**src/rtl/fib_capture_fifo.sv**
```systemverilog
// Capture FIFO for the Fibonacci core output: pushes each new value, drains over Wishbone,
// and raises a level interrupt once the fill level reaches a programmable threshold.
module fib_capture_fifo #(
   parameter int          WIDTH   = 30,
   parameter int          DEPTH   = 8,
   parameter logic [31:0] CTRL_ID = 32'h46494643
) (
   input  logic             wb_clk_i,
   input  logic             reset_n,
   input  logic [WIDTH-1:0] value_i,
   input  logic             wbs_stb_i,
   input  logic             wbs_cyc_i,
   input  logic             wbs_we_i,
   input  logic [5:0]       wbs_adr_i,
   input  logic [31:0]      wbs_dat_i,
   output logic             wbs_ack_o,
   output logic [31:0]      wbs_dat_o,
   output logic             irq_o
);

   localparam int PW = $clog2(DEPTH);
   localparam int LW = PW + 1;
   localparam int CW = (LW > 4) ? LW : 4;

   localparam logic [5:0] ADR_STATUS = 6'h00;
   localparam logic [5:0] ADR_POP    = 6'h04;
   localparam logic [5:0] ADR_CTRL   = 6'h08;
   localparam logic [5:0] ADR_ID     = 6'h0C;

   logic [WIDTH-1:0] mem_q [DEPTH];

   logic [PW-1:0]    wr_ptr_q, wr_ptr_d;
   logic [PW-1:0]    rd_ptr_q, rd_ptr_d;
   logic [LW-1:0]    level_q, level_d;
   logic             overflow_q, overflow_d;
   logic             capture_en_q, capture_en_d;
   logic [3:0]       thresh_q, thresh_d;
   logic             last_valid_q, last_valid_d;
   logic [WIDTH-1:0] last_q, last_d;
   logic             ack_q, ack_d;
   logic [31:0]      dat_q, dat_d;
   logic             irq_q, irq_d;

   logic        req, rd_req, wr_req;
   logic        empty, full;
   logic        clear, en_rise, w1c;
   logic        cap_att, pop_ok, push_ok;
   logic [31:0] rdata;

   logic unused_dat;
   assign unused_dat = ^{wbs_dat_i[31:8], wbs_dat_i[3]};

   always_comb begin
      req     = wbs_stb_i & wbs_cyc_i & ~ack_q;
      rd_req  = req & ~wbs_we_i;
      wr_req  = req & wbs_we_i;
      empty   = (level_q == '0);
      full    = (level_q == LW'(DEPTH));
      clear   = wr_req && (wbs_adr_i == ADR_CTRL) && wbs_dat_i[1];
      en_rise = wr_req && (wbs_adr_i == ADR_CTRL) && wbs_dat_i[0] && !capture_en_q;
      w1c     = wr_req && (wbs_adr_i == ADR_STATUS) && wbs_dat_i[2];
      pop_ok  = rd_req && (wbs_adr_i == ADR_POP) && !empty;
      cap_att = capture_en_q && (!last_valid_q || (value_i != last_q));
      // A pop in the same cycle frees the slot, so a full FIFO can still accept the push.
      push_ok = cap_att && (!full || pop_ok) && !clear;
   end

   always_comb begin
      rdata = '0;
      case (wbs_adr_i)
         ADR_STATUS: begin
            rdata[8 +: LW] = level_q;
            rdata[2]       = overflow_q;
            rdata[1]       = full;
            rdata[0]       = empty;
         end
         ADR_POP: begin
            if (!empty) rdata[WIDTH-1:0] = mem_q[rd_ptr_q];
         end
         ADR_CTRL: begin
            rdata[7:4] = thresh_q;
            rdata[0]   = capture_en_q;
         end
         ADR_ID:  rdata = CTRL_ID;
         default: rdata = '0;
      endcase
   end

   always_comb begin
      wr_ptr_d     = wr_ptr_q;
      rd_ptr_d     = rd_ptr_q;
      level_d      = level_q;
      overflow_d   = overflow_q;
      capture_en_d = capture_en_q;
      thresh_d     = thresh_q;
      last_valid_d = last_valid_q;
      last_d       = last_q;

      if (clear) begin
         wr_ptr_d = '0;
         rd_ptr_d = '0;
         level_d  = '0;
      end else begin
         if (push_ok) wr_ptr_d = wr_ptr_q + PW'(1);
         if (pop_ok)  rd_ptr_d = rd_ptr_q + PW'(1);
         level_d = level_q + LW'(push_ok) - LW'(pop_ok);
      end

      // Dropped samples still update last_q so a held value is not retried every cycle.
      if (cap_att && !clear) begin
         last_d       = value_i;
         last_valid_d = 1'b1;
      end
      if (clear || en_rise) last_valid_d = 1'b0;

      if (w1c) overflow_d = 1'b0;
      if (cap_att && full && !pop_ok && !clear) overflow_d = 1'b1;

      if (wr_req && (wbs_adr_i == ADR_CTRL)) begin
         capture_en_d = wbs_dat_i[0];
         thresh_d     = wbs_dat_i[7:4];
      end

      ack_d = req;
      dat_d = rd_req ? rdata : 32'd0;
      irq_d = (thresh_d != 4'd0) && (CW'(level_d) >= CW'(thresh_d));
   end

   always_ff @(posedge wb_clk_i or negedge reset_n) begin
      if (!reset_n) begin
         wr_ptr_q     <= '0;
         rd_ptr_q     <= '0;
         level_q      <= '0;
         overflow_q   <= 1'b0;
         capture_en_q <= 1'b0;
         thresh_q     <= '0;
         last_valid_q <= 1'b0;
         last_q       <= '0;
         ack_q        <= 1'b0;
         dat_q        <= '0;
         irq_q        <= 1'b0;
      end else begin
         wr_ptr_q     <= wr_ptr_d;
         rd_ptr_q     <= rd_ptr_d;
         level_q      <= level_d;
         overflow_q   <= overflow_d;
         capture_en_q <= capture_en_d;
         thresh_q     <= thresh_d;
         last_valid_q <= last_valid_d;
         last_q       <= last_d;
         ack_q        <= ack_d;
         dat_q        <= dat_d;
         irq_q        <= irq_d;
      end
   end

   always_ff @(posedge wb_clk_i) begin
      if (push_ok) mem_q[wr_ptr_q] <= value_i;
   end

   assign wbs_ack_o = ack_q;
   assign wbs_dat_o = dat_q;
   assign irq_o     = irq_q;

endmodule
```
**config.mk**
```make
export PLATFORM = sky130hd
export DESIGN_NAME = fib_capture_fifo
export DESIGN_NICKNAME = d
export VERILOG_FILES = /design/src/rtl/fib_capture_fifo.sv
export SDC_FILE = /design/constraint.sdc
export NUM_CORES = 1
export LEC_CHECK = 0
export BUFFER_PORTS_ARGS = -buffer_cell sky130_fd_sc_hd__clkbuf_2
export CAP_MARGIN = 0
export CORE_AREA = 2 2 145 147
export DETAILED_ROUTE_END_ITERATION = 8
export DIE_AREA = 0 0 147 149
export PLACE_DENSITY = 0.86
export SLEW_MARGIN = 0
export SYNTH_ARGS = -nofsm -noshare
export SYNTH_HDL_FRONTEND = slang
export SYNTH_SLANG_ARGS = --single-unit
export TNS_END_PERCENT = 20
```
**constraint.sdc**
```tcl
create_clock -name wb_clk_i -period 10.5 [get_ports wb_clk_i]
set_clock_uncertainty 0.2 [all_clocks]
set_input_delay 1.575 -clock wb_clk_i [delete_from_list [all_inputs] [get_ports wb_clk_i]]
set_output_delay 1.575 -clock wb_clk_i [all_outputs]
set_load 0.03 [all_outputs]
```
### Yosys cells after proc, flatten, opt, wreduce, memory -nomap -nowiden

Memory sizes are Yosys's and may differ from the RTL's.
Cells that the tools add are included.

* add/subtract/negate cells: 4
* $mul: 0
* div/mod/pow operators: 0
* order comparisons: 1
* equal/unequal tests: 5
* shifts and indexed selects: 0
* multiplexer cells: 21
* bitwise gates (word level): 6
* reductions and logical operators: 32

Operators by type and width (count)
* $pmux 18 s2: 1
* $mux 32: 1
* $mux 30: 1
* $ne 30x30->1: 1
* $pmux 4 s3: 2
* $logic_and 1x1->1: 16
* $eq 6x4->1 const B: 2
* $mux 3: 4
* $mux 1: 8
* $mux 4: 2
* $reduce_bool 2->1: 4
* $add 3x1->3 const B: 2
* $eq 6x3->1 const B: 1
* $logic_not 1->1: 6
* $logic_not 6->1: 1
* $pmux 2 s3: 1
* $add 4x1->4: 1
* $and 1x1->1: 4
* $eq 4x4->1 const B: 1
* $ge 4x4->1: 1
* $logic_not 4->1: 1
* $pmux 1 s4: 1
* $reduce_bool 4->1: 1
* $sub 4x1->4: 1
* other kinds (2): 5

* flip-flop bits (word level): 81
* latch bits: 0
* RAM bits: 240
* memory bits (read-only): 0
* bits of input ports: 73
* word-level logic and storage cells: 81
* memories: 1

Memory list
* mem_q: depth 8, bits a word 30, rd ports 1, clocked after Yosys merged registers in 0, wr ports 1, line 30 `logic [WIDTH-1:0] mem_q [DEPTH];`

### Depth between registers and ports, before layout

Gate-level depths: netlist (run 1).

* depth after elaboration: 13
* gate-level depth with buffers: 18
* depth with buffers taken out: 18

### Least setup slack after synthesis (run 1)

No wires, ideal clock.

* kind: in2reg
* from: in wbs_adr_i[5]
* to: mem mem_q[2][0], enable pin
* setup time: 0.503 ns
* arrival: 5.731 ns
* required time: 9.797 ns
* setup slack: 4.066 ns
* stages: 7
* buffers on the path: 1
* path through: or4_4 -> nor3b_4 -> and3_1 -> buf_6 -> a211oi_4 -> nand2_1 -> nor4b_1

* longest elaborated chain between the ends: 8
* elaborated cells between the ends (all ways): 12

RTL lines
* start, declared: line 14 `input logic [5:0] wbs_adr_i,`
* $eq 6x3->1: line 62 `pop_ok = rd_req && (wbs_adr_i == ADR_POP) && !empty;`
* $logic_and 1x1->1 (2 in a row): line 62
* $logic_or 1x1->1: line 65 `push_ok = cap_att && (!full || pop_ok) && !clear;`
* $logic_and 1x1->1: line 65
* $logic_and 1x1->1 (*): line 65
* $mux 1 (*): line 158 `if (push_ok) mem_q[wr_ptr_q] <= value_i;`
* $mux 1 (not written as such) (*): line 158
* end, declared: line 30

Every way passes the cells marked *; elsewhere a longest branch is shown, timed or not.

### Worst setup path after layout (run 1)

* from: in wbs_adr_i[1]
* to: reg irq_q, in the netlist irq_o

* longest elaborated chain between the ends: 11
* elaborated cells between the ends (all ways): 17

RTL lines
* $eq 6x3->1: line 62
* $logic_and 1x1->1 (2 in a row): line 62
* $logic_or 1x1->1: line 65
* $logic_and 1x1->1 (2 in a row): line 65
* $add 4x1->4: line 106 `level_d = level_q + LW'(push_ok) - LW'(pop_ok);`
* $sub 4x1->4: line 106
* $mux 4 (*): line 99 `if (clear) begin`
* named net level_d[1]: line 34 `logic [LW-1:0] level_q, level_d;`
* $ge 4x4->1 (*): line 126 `irq_d = (thresh_d != 4'd0) && (CW'(level_d) >= CW'(thresh_d));`
* $logic_and 1x1->1 (*): line 126
* named net irq_d: line 42 `logic irq_q, irq_d;`
* end signal, assigned: line 153 `irq_q <= irq_d;`
* end, declared: line 42

Mark *: on every way through the listed nets, which the timed path passes. The rest lies on a longest branch.
A chain may end at the register's enable or synchronous reset.

==> out/results.txt, run 1 <==
status -> finished, final reports clean
Final nets -> 857
Syn Inst Count -> 670
Cells after DPL -> 1013
FF+latch count, synth -> 320
syn nets -> 756
Yosys warnings -> 0
Worst-Skew Late Latency -> 0.55 ns
Final ANT Viol Nets -> 0
Slew Limit Fails -> 0
first-pass GRT wire length -> 40.9 mm
post-cts resize count -> 0
Final Critical Period -> 5.56 ns
Ports -> 107
mux contribution to synthesized area -> 0.169
Rel. slew slack -> 0.151
most frequent cells in the layout -> 240 x edfxtp_1, 79 x clkbuf_2, 77 x dfrtp_1
DR DRC count -> 0
metal2 WL -> 13.0 mm
crit share post-route -> 0.530
Post-CTS Repair Setup Buffers -> 0
CTS tree -> built
fraction of layout instances using a drive strength above 1 -> 0.314
maximum vdd drop -> 138 uV
max-cap check violation count -> 0
static leakage -> 0.00520 uW
leading area contributor after synthesis -> edfxtp_1
CTS clk-pin slew, worst paths -> 0.06 ns
Avg Cell Area, Syn -> 19.1 um^2
DR WL/cell -> 24.9 um
worst path required time -> 10.69 ns
WP data arrival -> 5.76 ns
Mapped Area -> 0.0128 mm^2
Layout fillers -> 1203
Max Clk Rate -> 180 MHz
antenna cells -> 0
Core Area -> 0.0206 mm^2
P&R area growth vs syn -> 13.9%
H-tree depth -> 1
Post-Synth Adder-Cell Area -> 0.0133
CTS max path bufs -> 3
DRT Pass-1 Iters -> 5
DR top layer -> met4
commonest non-fill, non-tap cell in the layout -> edfxtp_1
Tightest Hold Check Type -> flop to flop
Post-Route Setup TNS -> 0 ns
initial antenna violation count -> 0
initial core utilization -> 0.622
vias per inst -> 6.19
die height -> 149 um
Setup CP Type -> input port to flop
Top FF cell, synth -> edfxtp_1
RSZ-0062 raised after global routing -> no
EDFF count, synth -> 240
GRT Total Usage -> 0.250
largest net degree at the start of global routing -> 81
FF/Latch Area -> 0.00922 mm^2
cts hold-fix bufs -> 0
# setup viols final -> 0
Synth top area share -> 0.563
port buffer count -> 80
post-synthesis simple-gate area fraction -> 0.0387
Die X -> 147 um
Synth Area in XOR/XNOR -> 0.0240
post-route non-filler standard cell count -> 1069
Yosys cell types -> 47
met3 WL -> 2.04 mm
CP endpoint kind -> flop
DRT iter0 DRCs -> 527
WL final -> 26.6 mm
nature of the critical path startpoint -> input port
grt ovf -> 0
Compound-Gate Fraction of Synth Area -> 0.0190
die footprint -> 0.0219 mm^2
clock root cell -> clkbuf_16
Async SR Flop Fraction -> 0.250
area of the multi-input gates -> 0.00342 mm^2
largest family of logic cells by synthesized area -> multiplexers
post-synthesis sequential area ratio -> 0.720
RePlAce Congestion -> 0.830
Hold Vio Cnt, Final -> 0
via count -> 6620
Synth area leaders -> edfxtp_1 56%, dfrtp_1 16%, mux4_2 11%
Slew @ Worst Pin -> 1.27 ns
clk sinks -> 320
vias in the first global route -> 7141
cts bufs inserted -> 31
wl on met1 -> 10.7 mm
crit-path max FO -> 22
DP Wirelength -> 15.2 mm
# rows -> 53
Power Dens Cells -> 192 mW/mm^2
[per-layer routing]
layer / up-vias / track usage
li1: 2821 / -
met1: 3406 / 0.343
met2: 316 / 0.410
met3: 77 / 0.0471
met4: 0 / 0.0942
met5: - / 0
[worst paths after layout]
| path | startpoint | endpoint | slack, ns | cells after the start |
|---|---|---|---|---|
| max | wbs_adr_i[1] | irq_o | 4.94 | 16 |
| min | overflow_q | overflow_q | 0.32 | 1 |
| max reg2reg | level_q[2] | irq_o | 5.07 | 17 |
| min reg2reg | overflow_q | overflow_q | 0.32 | 1 |
| max in group asynchronous | reset_n | rd_ptr_q[0] | 8.23 | 1 |
| min in group asynchronous | reset_n | wbs_dat_o[0] | 1.05 | 1 |
[stage by stage]
step	utilization	area, um^2	hold WS [ns]	total power, uW	worst slack [ns]
2_1_floorplan	-	12800	0.266	1620	4.07
3_3_place_gp	0.660	13600	0.301	1690	4.61
3_5_place_dp	0.660	13600	0.297	1720	4.44
4_1_cts	0.709	14600	0.316	2800	4.96
5_1_grt	0.709	14600	0.339	2880	4.77
6_report	0.709	14600	0.318	2790	4.94
[cell families (layout without fill, tap and decap cells)]
logic type      after synthesis  count (layout)
flops                       320             320
mux                         126             126
simple gates                 94              94
buf+inv                      44             168
compound gates               37              37
xor+xnor                     35              35
fa+ha+maj                    13              13
other cells                   1               1
[flip-flops by register name, indices dropped and copies added, names as in the netlist]
name / flops
wr_ptr_q: 3
rd_ptr_q: 3
capture_en_q: 1
last_valid_q: 1
level_q: 4
thresh_q: 4
overflow_q: 1
wbs_ack_o: 1
last_q: 30
mem_q: 240
wbs_dat_o: 31
irq_o: 1
[area by class of cell]
cell class	count	area share
Multi-Input combinational cell	306	0.235
Timing Repair Buffer	97	0.0364
Inverter	15	0.00386
Sequential cell	320	0.632
Clock buffer	41	0.0572
Tap cell	275	0.0236
Clock inverter	15	0.0119
[synth_stat cells (3+ instances only)]
| library cell | count |
|---|---|
| edfxtp_1 | 240 |
| dfrtp_1 | 80 |
| mux4_2 | 60 |
| nor2_1 | 41 |
| mux2i_1 | 33 |
| xnor2_1 | 33 |
| mux2_4 | 28 |
| inv_1 | 15 |
| clkbuf_1 | 14 |
| a21oi_1 | 13 |
| ha_1 | 12 |
| o21ai_0 | 10 |
| nand2_1 | 9 |
| nand3_1 | 8 |
| nand4_1 | 7 |
| buf_2 | 6 |
| mux2_2 | 5 |
| nor4_1 | 5 |
| buf_1 | 4 |
| buf_6 | 4 |
| o22a_1 | 4 |
| a21o_1 | 3 |
| and2_1 | 3 |
| nor3_1 | 3 |
[report_power, final]
| part | internal (uW) | switching, uW | leakage [uW] |
|---|---|---|---|
| combinational | 115 | 140 | 0.00154 |
| sequential | 1400 | 40.7 | 0.00318 |
| clock | 652 | 444 | 0.000486 |
| total | 2170 | 625 | 0.00520 |
[worst max-delay path, stage by stage]
cell and delay [ns]:
clkbuf_2 0.11, nor2_1 0.14, nand4b_1 0.28, nand2b_1 0.86, nand3_1 0.46, nand2_1 0.25, ha_1 0.35, inv_1 0.04
ha_1 0.21, fa_1 0.45, and2_1 0.17, ha_1 0.30, a21o_1 0.15, a21o_1 0.18, a21oi_1 0.15, a211oi_1 0.07
Note: power is estimated with default switching activity, not from simulation.
==> inputs of run 2 (changes only) <==
Settings changed: CORE_AREA 2 2 145 147 to 2 2 157 159, DIE_AREA 0 0 147 149 to 0 0 159 161, PLACE_DENSITY 0.86 to 0.79.
Clock period 10.5 ns to 5.1 ns, I/O delays scaled along.
==> run 2 against run 1 <==
- combinational power grew 100%
- sequential power increased by 110%
- sequential share of layout area is 0.99 points lower
- total power grew 110%
- worst setup slack worse by 4.3 ns
- critical path depth grew 1
- critical endpoint unchanged
==> out/results.txt, run 2 (synthesis results as in run 1) <==
post-route cell area -> 0.0148 mm^2
# setup viols final -> 0
largest net degree at the start of global routing -> 45
status -> finished, final reports clean
post-cts resize count -> 0
Ports -> 107
CTS max path bufs -> 3
worst path required time -> 5.26 ns
Final ANT Viol Nets -> 0
H-tree depth -> 2
cts bufs inserted -> 34
initial core utilization -> 0.534
vias in the first global route -> 6893
WHS -> 0.0323 ns
clock root cell -> clkbuf_16
crit share post-route -> 0.866
first-pass GRT wire length -> 41.4 mm
CTS clk-pin slew, worst paths -> 0.06 ns
Rel. slew slack -> 0.239
cts hold-fix bufs -> 0
Pwr Total -> 5920 uW
RSZ-0062 raised after global routing -> no
DR WL/cell -> 23.6 um
max-cap check violation count -> 0
Die X -> 159 um
Tightest Hold Check Type -> input port to async pin
CTS tree -> built
# rows -> 57
crit-path max FO -> 10
grt ovf -> 0
commonest non-fill, non-tap cell in the layout -> edfxtp_1
via count -> 6566
Post-CTS Repair Setup Buffers -> 0
DP Worst Slack -> 0.473 ns
most frequent cells in the layout -> 240 x edfxtp_1, 79 x clkbuf_2, 77 x dfrtp_1
DRT iter0 DRCs -> 647
WL final -> 26.8 mm
DRT Pass-1 Iters -> 5
Setup CP Type -> flop to flop
fin worst setup slack -> 0.684 ns
Core Area -> 0.0240 mm^2
fraction of layout instances using a drive strength above 1 -> 0.328
static leakage -> 0.00529 uW
Layout fillers -> 1704
vias per inst -> 5.80
Slew @ Worst Pin -> 1.14 ns
Slew Limit Fails -> 0
DP Wirelength -> 16.1 mm
die height -> 161 um
largest reg by FF count -> mem_q
RePlAce Congestion -> 0.891
initial antenna violation count -> 1
port buffer count -> 80
WP data arrival -> 4.58 ns
clk sinks -> 320
DR DRC count -> 0
CP endpoint kind -> flop
final core utilization -> 0.618
maximum vdd drop -> 252 uV
Max Clk Rate -> 226 MHz
Power Dens Cells -> 400 mW/mm^2
Hold Vio Cnt, Final -> 0
placed instance area -> 0.0137 mm^2
Worst-Skew Late Latency -> 0.51 ns
Final Critical Period -> 4.42 ns
max reg flops -> 240
die footprint -> 0.0256 mm^2
P&R area growth vs syn -> 15.7%
nature of the critical path startpoint -> flop
Final nets -> 868
GRT Total Usage -> 0.217
-- run 2: changes by cell type in the layout (fill, tap and decap cells not counted), sizes merged --
cell	previous run	this run
buf	18	26
clkbuf	120	125
clkinvlp	1	4
clkinv	9	7
bufinv	4	3
diode	0	1
-- run 2: final cells by class --
cell class	instances	area, um^2	area share
Timing Repair Buffer	105	591	0.0399
Clock buffer	46	947	0.0640
Sequential cell	320	9220	0.623
Clock inverter	15	159	0.0107
Inverter	15	56.3	0.00380
Antenna cell	1	2.50	0.000169
Tap cell	324	405	0.0274
Multi-Input combinational cell	306	3430	0.232
-- run 2: through the flow --
step / setup TNS [ns] / instances
after CTS: 0 / 1131
after global placement: 0 / 1070
after global routing: 0 / 1132
after detailed placement: 0 / 1070
after floorplan: -21.83 / 670
final: 0 / 1132
-- run 2: final timing paths --
kind | from | to | slack, ns | cells past startpoint
worst max-delay path | level_q[2] | irq_o | 0.68 | 17
worst min-delay path | reset_n | thresh_q[3] | 0.03 | 1
worst max register to register | level_q[2] | irq_o | 0.68 | 17
worst min register to register | overflow_q | overflow_q | 0.31 | 1
max in group asynchronous | reset_n | rd_ptr_q[0] | 3.57 | 2
min in group wb_clk_i | overflow_q | overflow_q | 0.31 | 1
-- run 2: worst max-delay path: stages (launching register included) --
cell and delay [ns]:
dfrtp_1 0.40, inv_1 0.12, ha_1 0.18, or3b_2 0.46, nand4b_1 0.27, nand2b_1 0.25
buf_4 0.26, inv_1 0.14, ha_1 0.29, inv_1 0.04, ha_1 0.20, fa_1 0.45
and2_1 0.17, ha_1 0.28, a21o_1 0.16, a21o_1 0.17, a21oi_1 0.14, a211oi_1 0.07
-- run 2: routing by layer --
metal  global-route usage  part of all wire  vias up  wire length [um]
met4               0.0612             0.021        0               560
li1                     -                 -     2847                 -
met1                0.300              0.42     3409             11300
met3               0.0465             0.067       43              1780
met5                    0                 0        -                 0
met2                0.354              0.49      267             13100
-- run 2: report_power, final --
part           total (uW)  switching (uW)  internal (uW)
Sequential           2980            96.8           2880
Combinational         511             272            239
Clock                2420             964           1460
Total                5920            1330           4580
